## config.mk

```make
export PLATFORM = sky130hd
export DESIGN_NAME = unidad_control_multiciclo_flat
export DESIGN_NICKNAME = d
export VERILOG_FILES = /design/src/rtl/unidad_control_multiciclo_if.sv /design/src/rtl/unidad_control_multiciclo.sv /design/src/flat_wrapper.sv
export SDC_FILE = /design/constraint.sdc
export NUM_CORES = 1
export LEC_CHECK = 0
export BUFFER_PORTS_ARGS = -buffer_cell sky130_fd_sc_hd__buf_2
export CELL_PAD_IN_SITES_DETAIL_PLACEMENT = 1
export CELL_PAD_IN_SITES_GLOBAL_PLACEMENT = 2
export CORE_ASPECT_RATIO = 1.75
export CORE_MARGIN = 4
export CORE_UTILIZATION = 22
export CTS_CLUSTER_DIAMETER = 80
export CTS_CLUSTER_SIZE = 16
export DETAILED_ROUTE_END_ITERATION = 16
export GPL_TIMING_DRIVEN = 0
export MAX_ROUTING_LAYER = met4
export PLACE_DENSITY_LB_ADDON = 0.1
export SETUP_SLACK_MARGIN = 0.1
export SLEW_MARGIN = 20
export SYNTH_ARGS = -nofsm -noshare
export SYNTH_HDL_FRONTEND = slang
export SYNTH_SLANG_ARGS = --single-unit
```

## constraint.sdc

```tcl
create_clock -name clk -period 2.1 [get_ports clk]
set_input_delay 0.315 -clock clk [delete_from_list [all_inputs] [get_ports clk]]
set_output_delay 0.315 -clock clk [all_outputs]
set_load 0.03 [all_outputs]
```

## src/rtl/unidad_control_multiciclo_if.sv

```systemverilog
`default_nettype none
// ============================================================================
//  Module   : unidad_control_multiciclo_if
//  Brief    : Instruction-field / control-line bundle between the instruction
//             register + datapath (master) and the multicycle control unit
//             (slave).
//  Revision : 1.0 - initial release
// ============================================================================
interface unidad_control_multiciclo_if #(
  parameter int ALU_CTRL_W = 4
);
  // Instruction fields and live ALU flags.
  logic [3:0]            cond;
  logic [1:0]            op;
  logic [5:0]            funct;
  logic [3:0]            rd;
  logic [3:0]            ALU_flags;
  // Datapath control lines.
  logic                  PC_write;
  logic                  IR_write;
  logic                  reg_write;
  logic                  mem_write;
  logic                  adr_src;
  logic                  ALU_src_a;
  logic [1:0]            ALU_src_b;
  logic [1:0]            result_src;
  logic [1:0]            imm_src;
  logic [1:0]            reg_src;
  logic [ALU_CTRL_W-1:0] ALU_control;
  logic [3:0]            state_dbg;

  // Control unit side.
  modport slave (
    input  cond, op, funct, rd, ALU_flags,
    output PC_write, IR_write, reg_write, mem_write, adr_src, ALU_src_a,
           ALU_src_b, result_src, imm_src, reg_src, ALU_control, state_dbg
  );

  // Datapath / instruction register side.
  modport master (
    output cond, op, funct, rd, ALU_flags,
    input  PC_write, IR_write, reg_write, mem_write, adr_src, ALU_src_a,
           ALU_src_b, result_src, imm_src, reg_src, ALU_control, state_dbg
  );
endinterface
`default_nettype wire

```

## src/rtl/unidad_control_multiciclo.sv

```systemverilog
`default_nettype none
// ============================================================================
//  Module   : unidad_control_multiciclo
//  Brief    : Multicycle ARM-subset control unit. 10-state Moore FSM with an
//             internal NZCV register; architectural writes are gated by the
//             condition evaluated on the stored flags.
//             Optional macro UC_MULTI_MEM_HANDSHAKE_EN adds a mem_ready input
//             that stretches FETCH, MEMREAD and MEMWRITE.
//  Revision : 1.0 - initial release
// ============================================================================
module unidad_control_multiciclo #(
  parameter int         ALU_CTRL_W = 4,
  parameter logic [3:0] PC_REG     = 4'd15
) (
  input  wire logic clk,
  input  wire logic rst_n,
`ifdef UC_MULTI_MEM_HANDSHAKE_EN
  input  wire logic mem_ready,
`endif
  unidad_control_multiciclo_if.slave bus
);

  typedef enum logic [3:0] {
    S_FETCH    = 4'd0,
    S_DECODE   = 4'd1,
    S_MEMADR   = 4'd2,
    S_MEMREAD  = 4'd3,
    S_MEMWB    = 4'd4,
    S_MEMWRITE = 4'd5,
    S_EXECR    = 4'd6,
    S_EXECI    = 4'd7,
    S_ALUWB    = 4'd8,
    S_BRANCH   = 4'd9
  } state_t;

  localparam logic [3:0] CMD_AND = 4'b0000;
  localparam logic [3:0] CMD_SUB = 4'b0010;
  localparam logic [3:0] CMD_ADD = 4'b0100;
  localparam logic [3:0] CMD_CMP = 4'b1010;
  localparam logic [3:0] CMD_ORR = 4'b1100;

  state_t     state_q, state_d;
  logic [3:0] flags_q, flags_d;

  logic       ready;
  logic [3:0] cmd;
  logic       cmd_valid;
  logic       cmd_arith;
  logic       cmd_is_cmp;
  logic [1:0] alu_sel;
  logic       cond_ok;
  logic       n_f, z_f, c_f, v_f;
  logic       dp_write;

`ifdef UC_MULTI_MEM_HANDSHAKE_EN
  assign ready = mem_ready;
`else
  assign ready = 1'b1;
`endif

  assign cmd = bus.funct[4:1];
  assign {n_f, z_f, c_f, v_f} = flags_q;

  // Decode the data-processing command into an ALU select and write qualifiers.
  always_comb begin
    alu_sel    = 2'd0;
    cmd_valid  = 1'b1;
    cmd_arith  = 1'b0;
    cmd_is_cmp = 1'b0;
    case (cmd)
      CMD_ADD: begin alu_sel = 2'd0; cmd_arith = 1'b1; end
      CMD_SUB: begin alu_sel = 2'd1; cmd_arith = 1'b1; end
      CMD_AND: alu_sel = 2'd2;
      CMD_ORR: alu_sel = 2'd3;
      CMD_CMP: begin alu_sel = 2'd1; cmd_arith = 1'b1; cmd_is_cmp = 1'b1; end
      default: cmd_valid = 1'b0;
    endcase
  end

  // Evaluate the condition field against the stored (pre-update) flags.
  always_comb begin
    cond_ok = 1'b0;
    case (bus.cond)
      4'b0000: cond_ok = z_f;
      4'b0001: cond_ok = ~z_f;
      4'b0010: cond_ok = c_f;
      4'b0011: cond_ok = ~c_f;
      4'b0100: cond_ok = n_f;
      4'b0101: cond_ok = ~n_f;
      4'b0110: cond_ok = v_f;
      4'b0111: cond_ok = ~v_f;
      4'b1000: cond_ok = c_f & ~z_f;
      4'b1001: cond_ok = ~c_f | z_f;
      4'b1010: cond_ok = (n_f == v_f);
      4'b1011: cond_ok = (n_f != v_f);
      4'b1100: cond_ok = ~z_f & (n_f == v_f);
      4'b1101: cond_ok = z_f | (n_f != v_f);
      4'b1110: cond_ok = 1'b1;
      default: cond_ok = 1'b0;
    endcase
  end

  // Register write qualifier for ALUWB: condition passed, legal command, not a compare.
  assign dp_write = cond_ok & cmd_valid & ~cmd_is_cmp;

  // Next-state selection; memory-facing states hold until the memory is ready.
  always_comb begin
    state_d = state_q;
    case (state_q)
      S_FETCH:    if (ready) state_d = S_DECODE;
      S_DECODE: begin
        case (bus.op)
          2'b00:   state_d = bus.funct[5] ? S_EXECI : S_EXECR;
          2'b01:   state_d = S_MEMADR;
          2'b10:   state_d = S_BRANCH;
          default: state_d = S_FETCH;
        endcase
      end
      S_MEMADR:   state_d = bus.funct[0] ? S_MEMREAD : S_MEMWRITE;
      S_MEMREAD:  if (ready) state_d = S_MEMWB;
      S_MEMWRITE: if (ready) state_d = S_FETCH;
      S_EXECR,
      S_EXECI:    state_d = S_ALUWB;
      default:    state_d = S_FETCH;
    endcase
  end

  // Flag update on leaving ALUWB: N/Z always, C/V only for arithmetic commands.
  always_comb begin
    flags_d = flags_q;
    if (state_q == S_ALUWB && cond_ok && cmd_valid && bus.funct[0]) begin
      flags_d[3:2] = bus.ALU_flags[3:2];
      if (cmd_arith) flags_d[1:0] = bus.ALU_flags[1:0];
    end
  end

  // State and flag registers; reset aborts any instruction in flight.
  always_ff @(posedge clk or negedge rst_n) begin
    if (!rst_n) begin
      state_q <= S_FETCH;
      flags_q <= 4'b0000;
    end else begin
      state_q <= state_d;
      flags_q <= flags_d;
    end
  end

  logic                  pc_write_c, ir_write_c, reg_write_c, mem_write_c;
  logic                  adr_src_c, alu_src_a_c;
  logic [1:0]            alu_src_b_c, result_src_c;
  logic [ALU_CTRL_W-1:0] alu_control_c;

  // Per-state control lines.
  always_comb begin
    pc_write_c    = 1'b0;
    ir_write_c    = 1'b0;
    reg_write_c   = 1'b0;
    mem_write_c   = 1'b0;
    adr_src_c     = 1'b0;
    alu_src_a_c   = 1'b0;
    alu_src_b_c   = 2'b00;
    result_src_c  = 2'b00;
    alu_control_c = '0;
    case (state_q)
      S_FETCH: begin
        ir_write_c   = ready;
        pc_write_c   = ready;
        alu_src_a_c  = 1'b1;
        alu_src_b_c  = 2'b10;
        result_src_c = 2'b10;
      end
      S_DECODE: begin
        alu_src_a_c  = 1'b1;
        alu_src_b_c  = 2'b10;
        result_src_c = 2'b10;
      end
      S_MEMADR:   alu_src_b_c = 2'b01;
      S_MEMREAD:  adr_src_c   = 1'b1;
      S_MEMWB: begin
        result_src_c = 2'b01;
        reg_write_c  = cond_ok;
      end
      S_MEMWRITE: begin
        adr_src_c   = 1'b1;
        mem_write_c = cond_ok;
      end
      S_EXECR: begin
        alu_src_b_c   = 2'b00;
        alu_control_c = ALU_CTRL_W'(alu_sel);
      end
      S_EXECI: begin
        alu_src_b_c   = 2'b01;
        alu_control_c = ALU_CTRL_W'(alu_sel);
      end
      S_ALUWB: begin
        result_src_c  = 2'b00;
        reg_write_c   = dp_write;
        pc_write_c    = dp_write & (bus.rd == PC_REG);
        alu_control_c = ALU_CTRL_W'(alu_sel);
      end
      S_BRANCH: begin
        alu_src_b_c  = 2'b01;
        result_src_c = 2'b10;
        pc_write_c   = cond_ok;
      end
      default: ;
    endcase
  end

  // Every output is held at zero while reset is asserted.
  assign bus.PC_write    = rst_n & pc_write_c;
  assign bus.IR_write    = rst_n & ir_write_c;
  assign bus.reg_write   = rst_n & reg_write_c;
  assign bus.mem_write   = rst_n & mem_write_c;
  assign bus.adr_src     = rst_n & adr_src_c;
  assign bus.ALU_src_a   = rst_n & alu_src_a_c;
  assign bus.ALU_src_b   = rst_n ? alu_src_b_c  : 2'b00;
  assign bus.result_src  = rst_n ? result_src_c : 2'b00;
  assign bus.imm_src     = rst_n ? bus.op       : 2'b00;
  assign bus.reg_src     = rst_n ? {bus.op == 2'b01, bus.op == 2'b10} : 2'b00;
  assign bus.ALU_control = rst_n ? alu_control_c : '0;
  assign bus.state_dbg   = rst_n ? state_q      : 4'd0;

endmodule
`default_nettype wire

```

## src/flat_wrapper.sv

```systemverilog
// flat-port wrapper written by rule: the top's interface ports become plain ports
module unidad_control_multiciclo_flat 
#(
  parameter int         ALU_CTRL_W = 4,
  parameter logic [3:0] PC_REG     = 4'd15
)
  (clk, rst_n, bus_cond, bus_op, bus_funct, bus_rd, bus_ALU_flags, bus_PC_write, bus_IR_write, bus_reg_write, bus_mem_write, bus_adr_src, bus_ALU_src_a, bus_ALU_src_b, bus_result_src, bus_imm_src, bus_reg_src, bus_ALU_control, bus_state_dbg);
  unidad_control_multiciclo_if #(.ALU_CTRL_W(ALU_CTRL_W)) bus_i ();
  input  wire logic clk;
  input  wire logic rst_n;
  input wire logic [$bits(bus_i.cond)-1:0] bus_cond;
  input wire logic [$bits(bus_i.op)-1:0] bus_op;
  input wire logic [$bits(bus_i.funct)-1:0] bus_funct;
  input wire logic [$bits(bus_i.rd)-1:0] bus_rd;
  input wire logic [$bits(bus_i.ALU_flags)-1:0] bus_ALU_flags;
  output wire logic [$bits(bus_i.PC_write)-1:0] bus_PC_write;
  output wire logic [$bits(bus_i.IR_write)-1:0] bus_IR_write;
  output wire logic [$bits(bus_i.reg_write)-1:0] bus_reg_write;
  output wire logic [$bits(bus_i.mem_write)-1:0] bus_mem_write;
  output wire logic [$bits(bus_i.adr_src)-1:0] bus_adr_src;
  output wire logic [$bits(bus_i.ALU_src_a)-1:0] bus_ALU_src_a;
  output wire logic [$bits(bus_i.ALU_src_b)-1:0] bus_ALU_src_b;
  output wire logic [$bits(bus_i.result_src)-1:0] bus_result_src;
  output wire logic [$bits(bus_i.imm_src)-1:0] bus_imm_src;
  output wire logic [$bits(bus_i.reg_src)-1:0] bus_reg_src;
  output wire logic [$bits(bus_i.ALU_control)-1:0] bus_ALU_control;
  output wire logic [$bits(bus_i.state_dbg)-1:0] bus_state_dbg;
  assign bus_i.cond = bus_cond;
  assign bus_i.op = bus_op;
  assign bus_i.funct = bus_funct;
  assign bus_i.rd = bus_rd;
  assign bus_i.ALU_flags = bus_ALU_flags;
  assign bus_PC_write = bus_i.PC_write;
  assign bus_IR_write = bus_i.IR_write;
  assign bus_reg_write = bus_i.reg_write;
  assign bus_mem_write = bus_i.mem_write;
  assign bus_adr_src = bus_i.adr_src;
  assign bus_ALU_src_a = bus_i.ALU_src_a;
  assign bus_ALU_src_b = bus_i.ALU_src_b;
  assign bus_result_src = bus_i.result_src;
  assign bus_imm_src = bus_i.imm_src;
  assign bus_reg_src = bus_i.reg_src;
  assign bus_ALU_control = bus_i.ALU_control;
  assign bus_state_dbg = bus_i.state_dbg;
  unidad_control_multiciclo #(.ALU_CTRL_W(ALU_CTRL_W), .PC_REG(PC_REG)) u_core (.clk(clk), .rst_n(rst_n), .bus(bus_i));
endmodule
```

==> results.py <==
metrics = {
    "critical_path": {
        "crit_type": "reg2out",
        "crit_arrival_ps": 2080,
        "crit_slowest_cell": "or3b_1",
        "crit_buf_inv": 2,
        "crit_chain": "buf_6 -> nand2b_4 -> a2111oi_4 -> or3b_1 -> a211o_1 -> o21bai_4 -> buf_6",
        "worstSetupEndpointType": "primary output",
        "cp-start-kind": "register",
        "crit_path_frequent_cell": "buf_6",
        "critPathMaxFanout": 3,
        "critical_path_required_ps": 1780,
        "slowest_delay_ps": 400,
        "critPathTopFamily": "compound AO/OA/AOI/OAI gates",
    },
    "layout": {
        "final_cell_mix": "34 x buf_2, 18 x buf_4, 10 x buf_6, 8 x nor2_1, 7 x and2_1",
        "syn2layout_area_growth_pct": 75.16,
        "design_area_um2": 1694,
        "drive_gt1_share_pct": 60.56,
        "layout.nets": 204,
        "final_util_pct": 40.44,
        "n_antenna_cell": 0,
        "layoutNonFillerInstCount": 229,
        "mostFrequentLayoutCell": "buf_2",
    },
    "place": {
        "place_inst": 207,
        "placed_area_um2": 1304,
        "gp_congestion": 0.7997,
        "hpwl_um": 3000,
        "io_buffers": 37,
    },
    "route": {
        "viasPerCell": 5.048,
        "vias": 1156,
        "drtIter0Drc": 45,
        "routed_wl_um": 4001,
        "wl_per_cell_um": 17.47,
        "final_antenna_net_count": 0,
        "dr.pass1.iters": 4,
        "drc": 0,
    },
    "timing": {
        "slew_headroom_pct": 61.49,
        "setup_viol": 7,
        "min_period_ps": 2399,
        "finalHoldViolCount": 0,
        "fin_skew_ps": 1.926,
        "slew_viol_final": 0,
        "fin_crit_sh_pct": 114.2,
        "worstMarginPinSlew_ps": 571.4,
        "worst_slack_ps": -298.7,
        "timing.fmax_mhz": 416.9,
        "rsz0062_at_grt": "true",
    },
    "worst_hold_path": {
        "hold_class": "in2reg",
    },
    "yosys": {
        "synth_seq_cells": 8,
        "seq_area_frac_synth_pct": 20.70,
        "synth.cell_area_um2": 967.2,
        "synthFlopType": "dfrtp_1",
        "post-synth-top-area-fraction_pct": 20.70,
        "synthDistinctLibCells": 49,
        "netlist_instances": 120,
        "avgSynthCellArea_um2": 8.060,
        "synth-edff-count": 0,
        "yosys_warnings": 0,
        "post-synth-top-area-cell": "dfrtp_1",
        "synthArstFlopShare_pct": 100.0,
        "yosys-top-cells-area": "dfrtp_1 21%, and2_1 5.2%, mux2_1 4.7%",
    },
    "flow_run": {
        "maxCapViolCount": 0,
    },
    "clock_tree": {
        "path_clk_slew_ps": 40,
        "cts_sinks": 8,
        "clockRootBuffer": "clkbuf_8",
        "clock_path_buffers": 2,
        "cts_max_level": 1,
        "insertion_delay_ps": 230,
        "cts_buffers": 3,
        "cts_tree": "built",
    },
    "die": {
        "io_pins": 44,
        "fp.dieH_um": 95.71,
        "fp.dieW_um": 58.12,
        "start_util_pct": 23.09,
        "row_count": 31,
        "core_area_um2": 4189,
        "dieArea_um2": 5563,
    },
    "grt": {
        "overflow": 0,
        "grt_pass1_vias": 1242,
        "antenna_found_initial": 0,
        "grt_max_degree": 11,
        "grt_first_pass_wirelength_um": 6216,
        "grt.total_usage_pct": 14.76,
    },
    "outcome": {
        "status": "finished, violations left",
        "violations": "setup timing",
    },
    "pwr": {
        "p_per_area_nw_per_um2": 1065,
        "ir_worst_vdd_mv": 0.5153,
        "p_leak_nw": 0.7738,
    },
}
==> metal layers <==
metal	track usage, %	wire length, um	part of all wire [%]	vias up
met3	1.342	128	3.2	4
li1	-	-	-	556
met1	14.51	1331	33	567
met5	-	0	0	-
met2	30.00	2507	63	29
met4	3.482	34	0.85	0
==> cell type report <==
class,count,area (um^2)
fill,492,2495
buffer,11,77.57
timing repair buffer,57,394.1
sequential,8,205.2
tap,49,61.31
inverter,5,18.77
clock buffer,3,41.29
multi-input combinational,96,895.9
==> logic make-up (layout without fill, tap and decap cells) <==
family,count (synthesis),count (layout),synth area share [%]
AND/OR/NAND/NOR,57,57,35.58
AO/OA/AOI/OAI,26,26,23.68
buffers and inverters,17,76,8.280
flip-flops,8,8,20.70
multiplexers,7,7,7.762
XOR/XNOR,4,4,3.623
other,1,2,0.3877
==> cells in the mapped netlist, types with 2 or more instances <==
cell type	count
o311a_1	2
nor3_1	6
nand2b_1	3
nor3b_1	3
and3_1	3
buf_4	3
a211oi_1	2
dfrtp_1	8
and2_1	8
nand2_1	4
nand3b_1	3
o21ai_0	4
nand3_1	3
buf_2	4
clkbuf_1	5
mux2i_1	3
nor2b_1	4
inv_1	5
a21oi_1	3
nor2_1	10
xor2_1	3
mux2_1	4
==> where the power goes <==
part	switching, W	internal [W]	total [W]
registers	0.000108	0.000219	0.000327
logic	0.000686	0.000607	0.00129
clock network	0.0000594	0.000124	0.000183
==> repair_timing <==
action,in CTS,in global routing
setup endpoints to repair,13,11
setup buffers,7,13
gates resized for setup,24,29
hold endpoints to repair,8,0
pin swaps,7,12
hold buffers,1,0
==> sequential cells by signal (all words and copies together), names as in the netlist <==
signal and cells:
u_core.flags_q 4, u_core.state_q 4
==> path summary, 6_finish.rpt <==
path	startpoint	to	slack, ps	cells after the start
min in group asynchronous	rst_n	u_core.flags_q[1]	590	2
setup / recovery	u_core.state_q[0]	bus_PC_write	-300	7
setup reg to reg	u_core.state_q[0]	u_core.flags_q[1]	-40	9
hold reg to reg	u_core.flags_q[0]	u_core.flags_q[0]	610	1
hold / removal	bus_ALU_flags[0]	u_core.flags_q[0]	330	2
max in group asynchronous	rst_n	u_core.state_q[1]	1210	2
==> metrics by stage <==
step                hold slack [ps]  TNS (ps)  worst slack [ps]  power (W)
finish                        329.0     -1140            -298.7   0.001804
global route                  321.5     -1985            -401.0   0.001926
CTS                           307.5    -763.9            -299.0   0.001553
detailed placement            190.3    -744.0            -266.5   0.001234
global placement              183.6    -539.6            -223.0   0.001209
floorplan                     19.41    -14.99            -14.99  0.0009760
(Power assumes the default switching activity.)
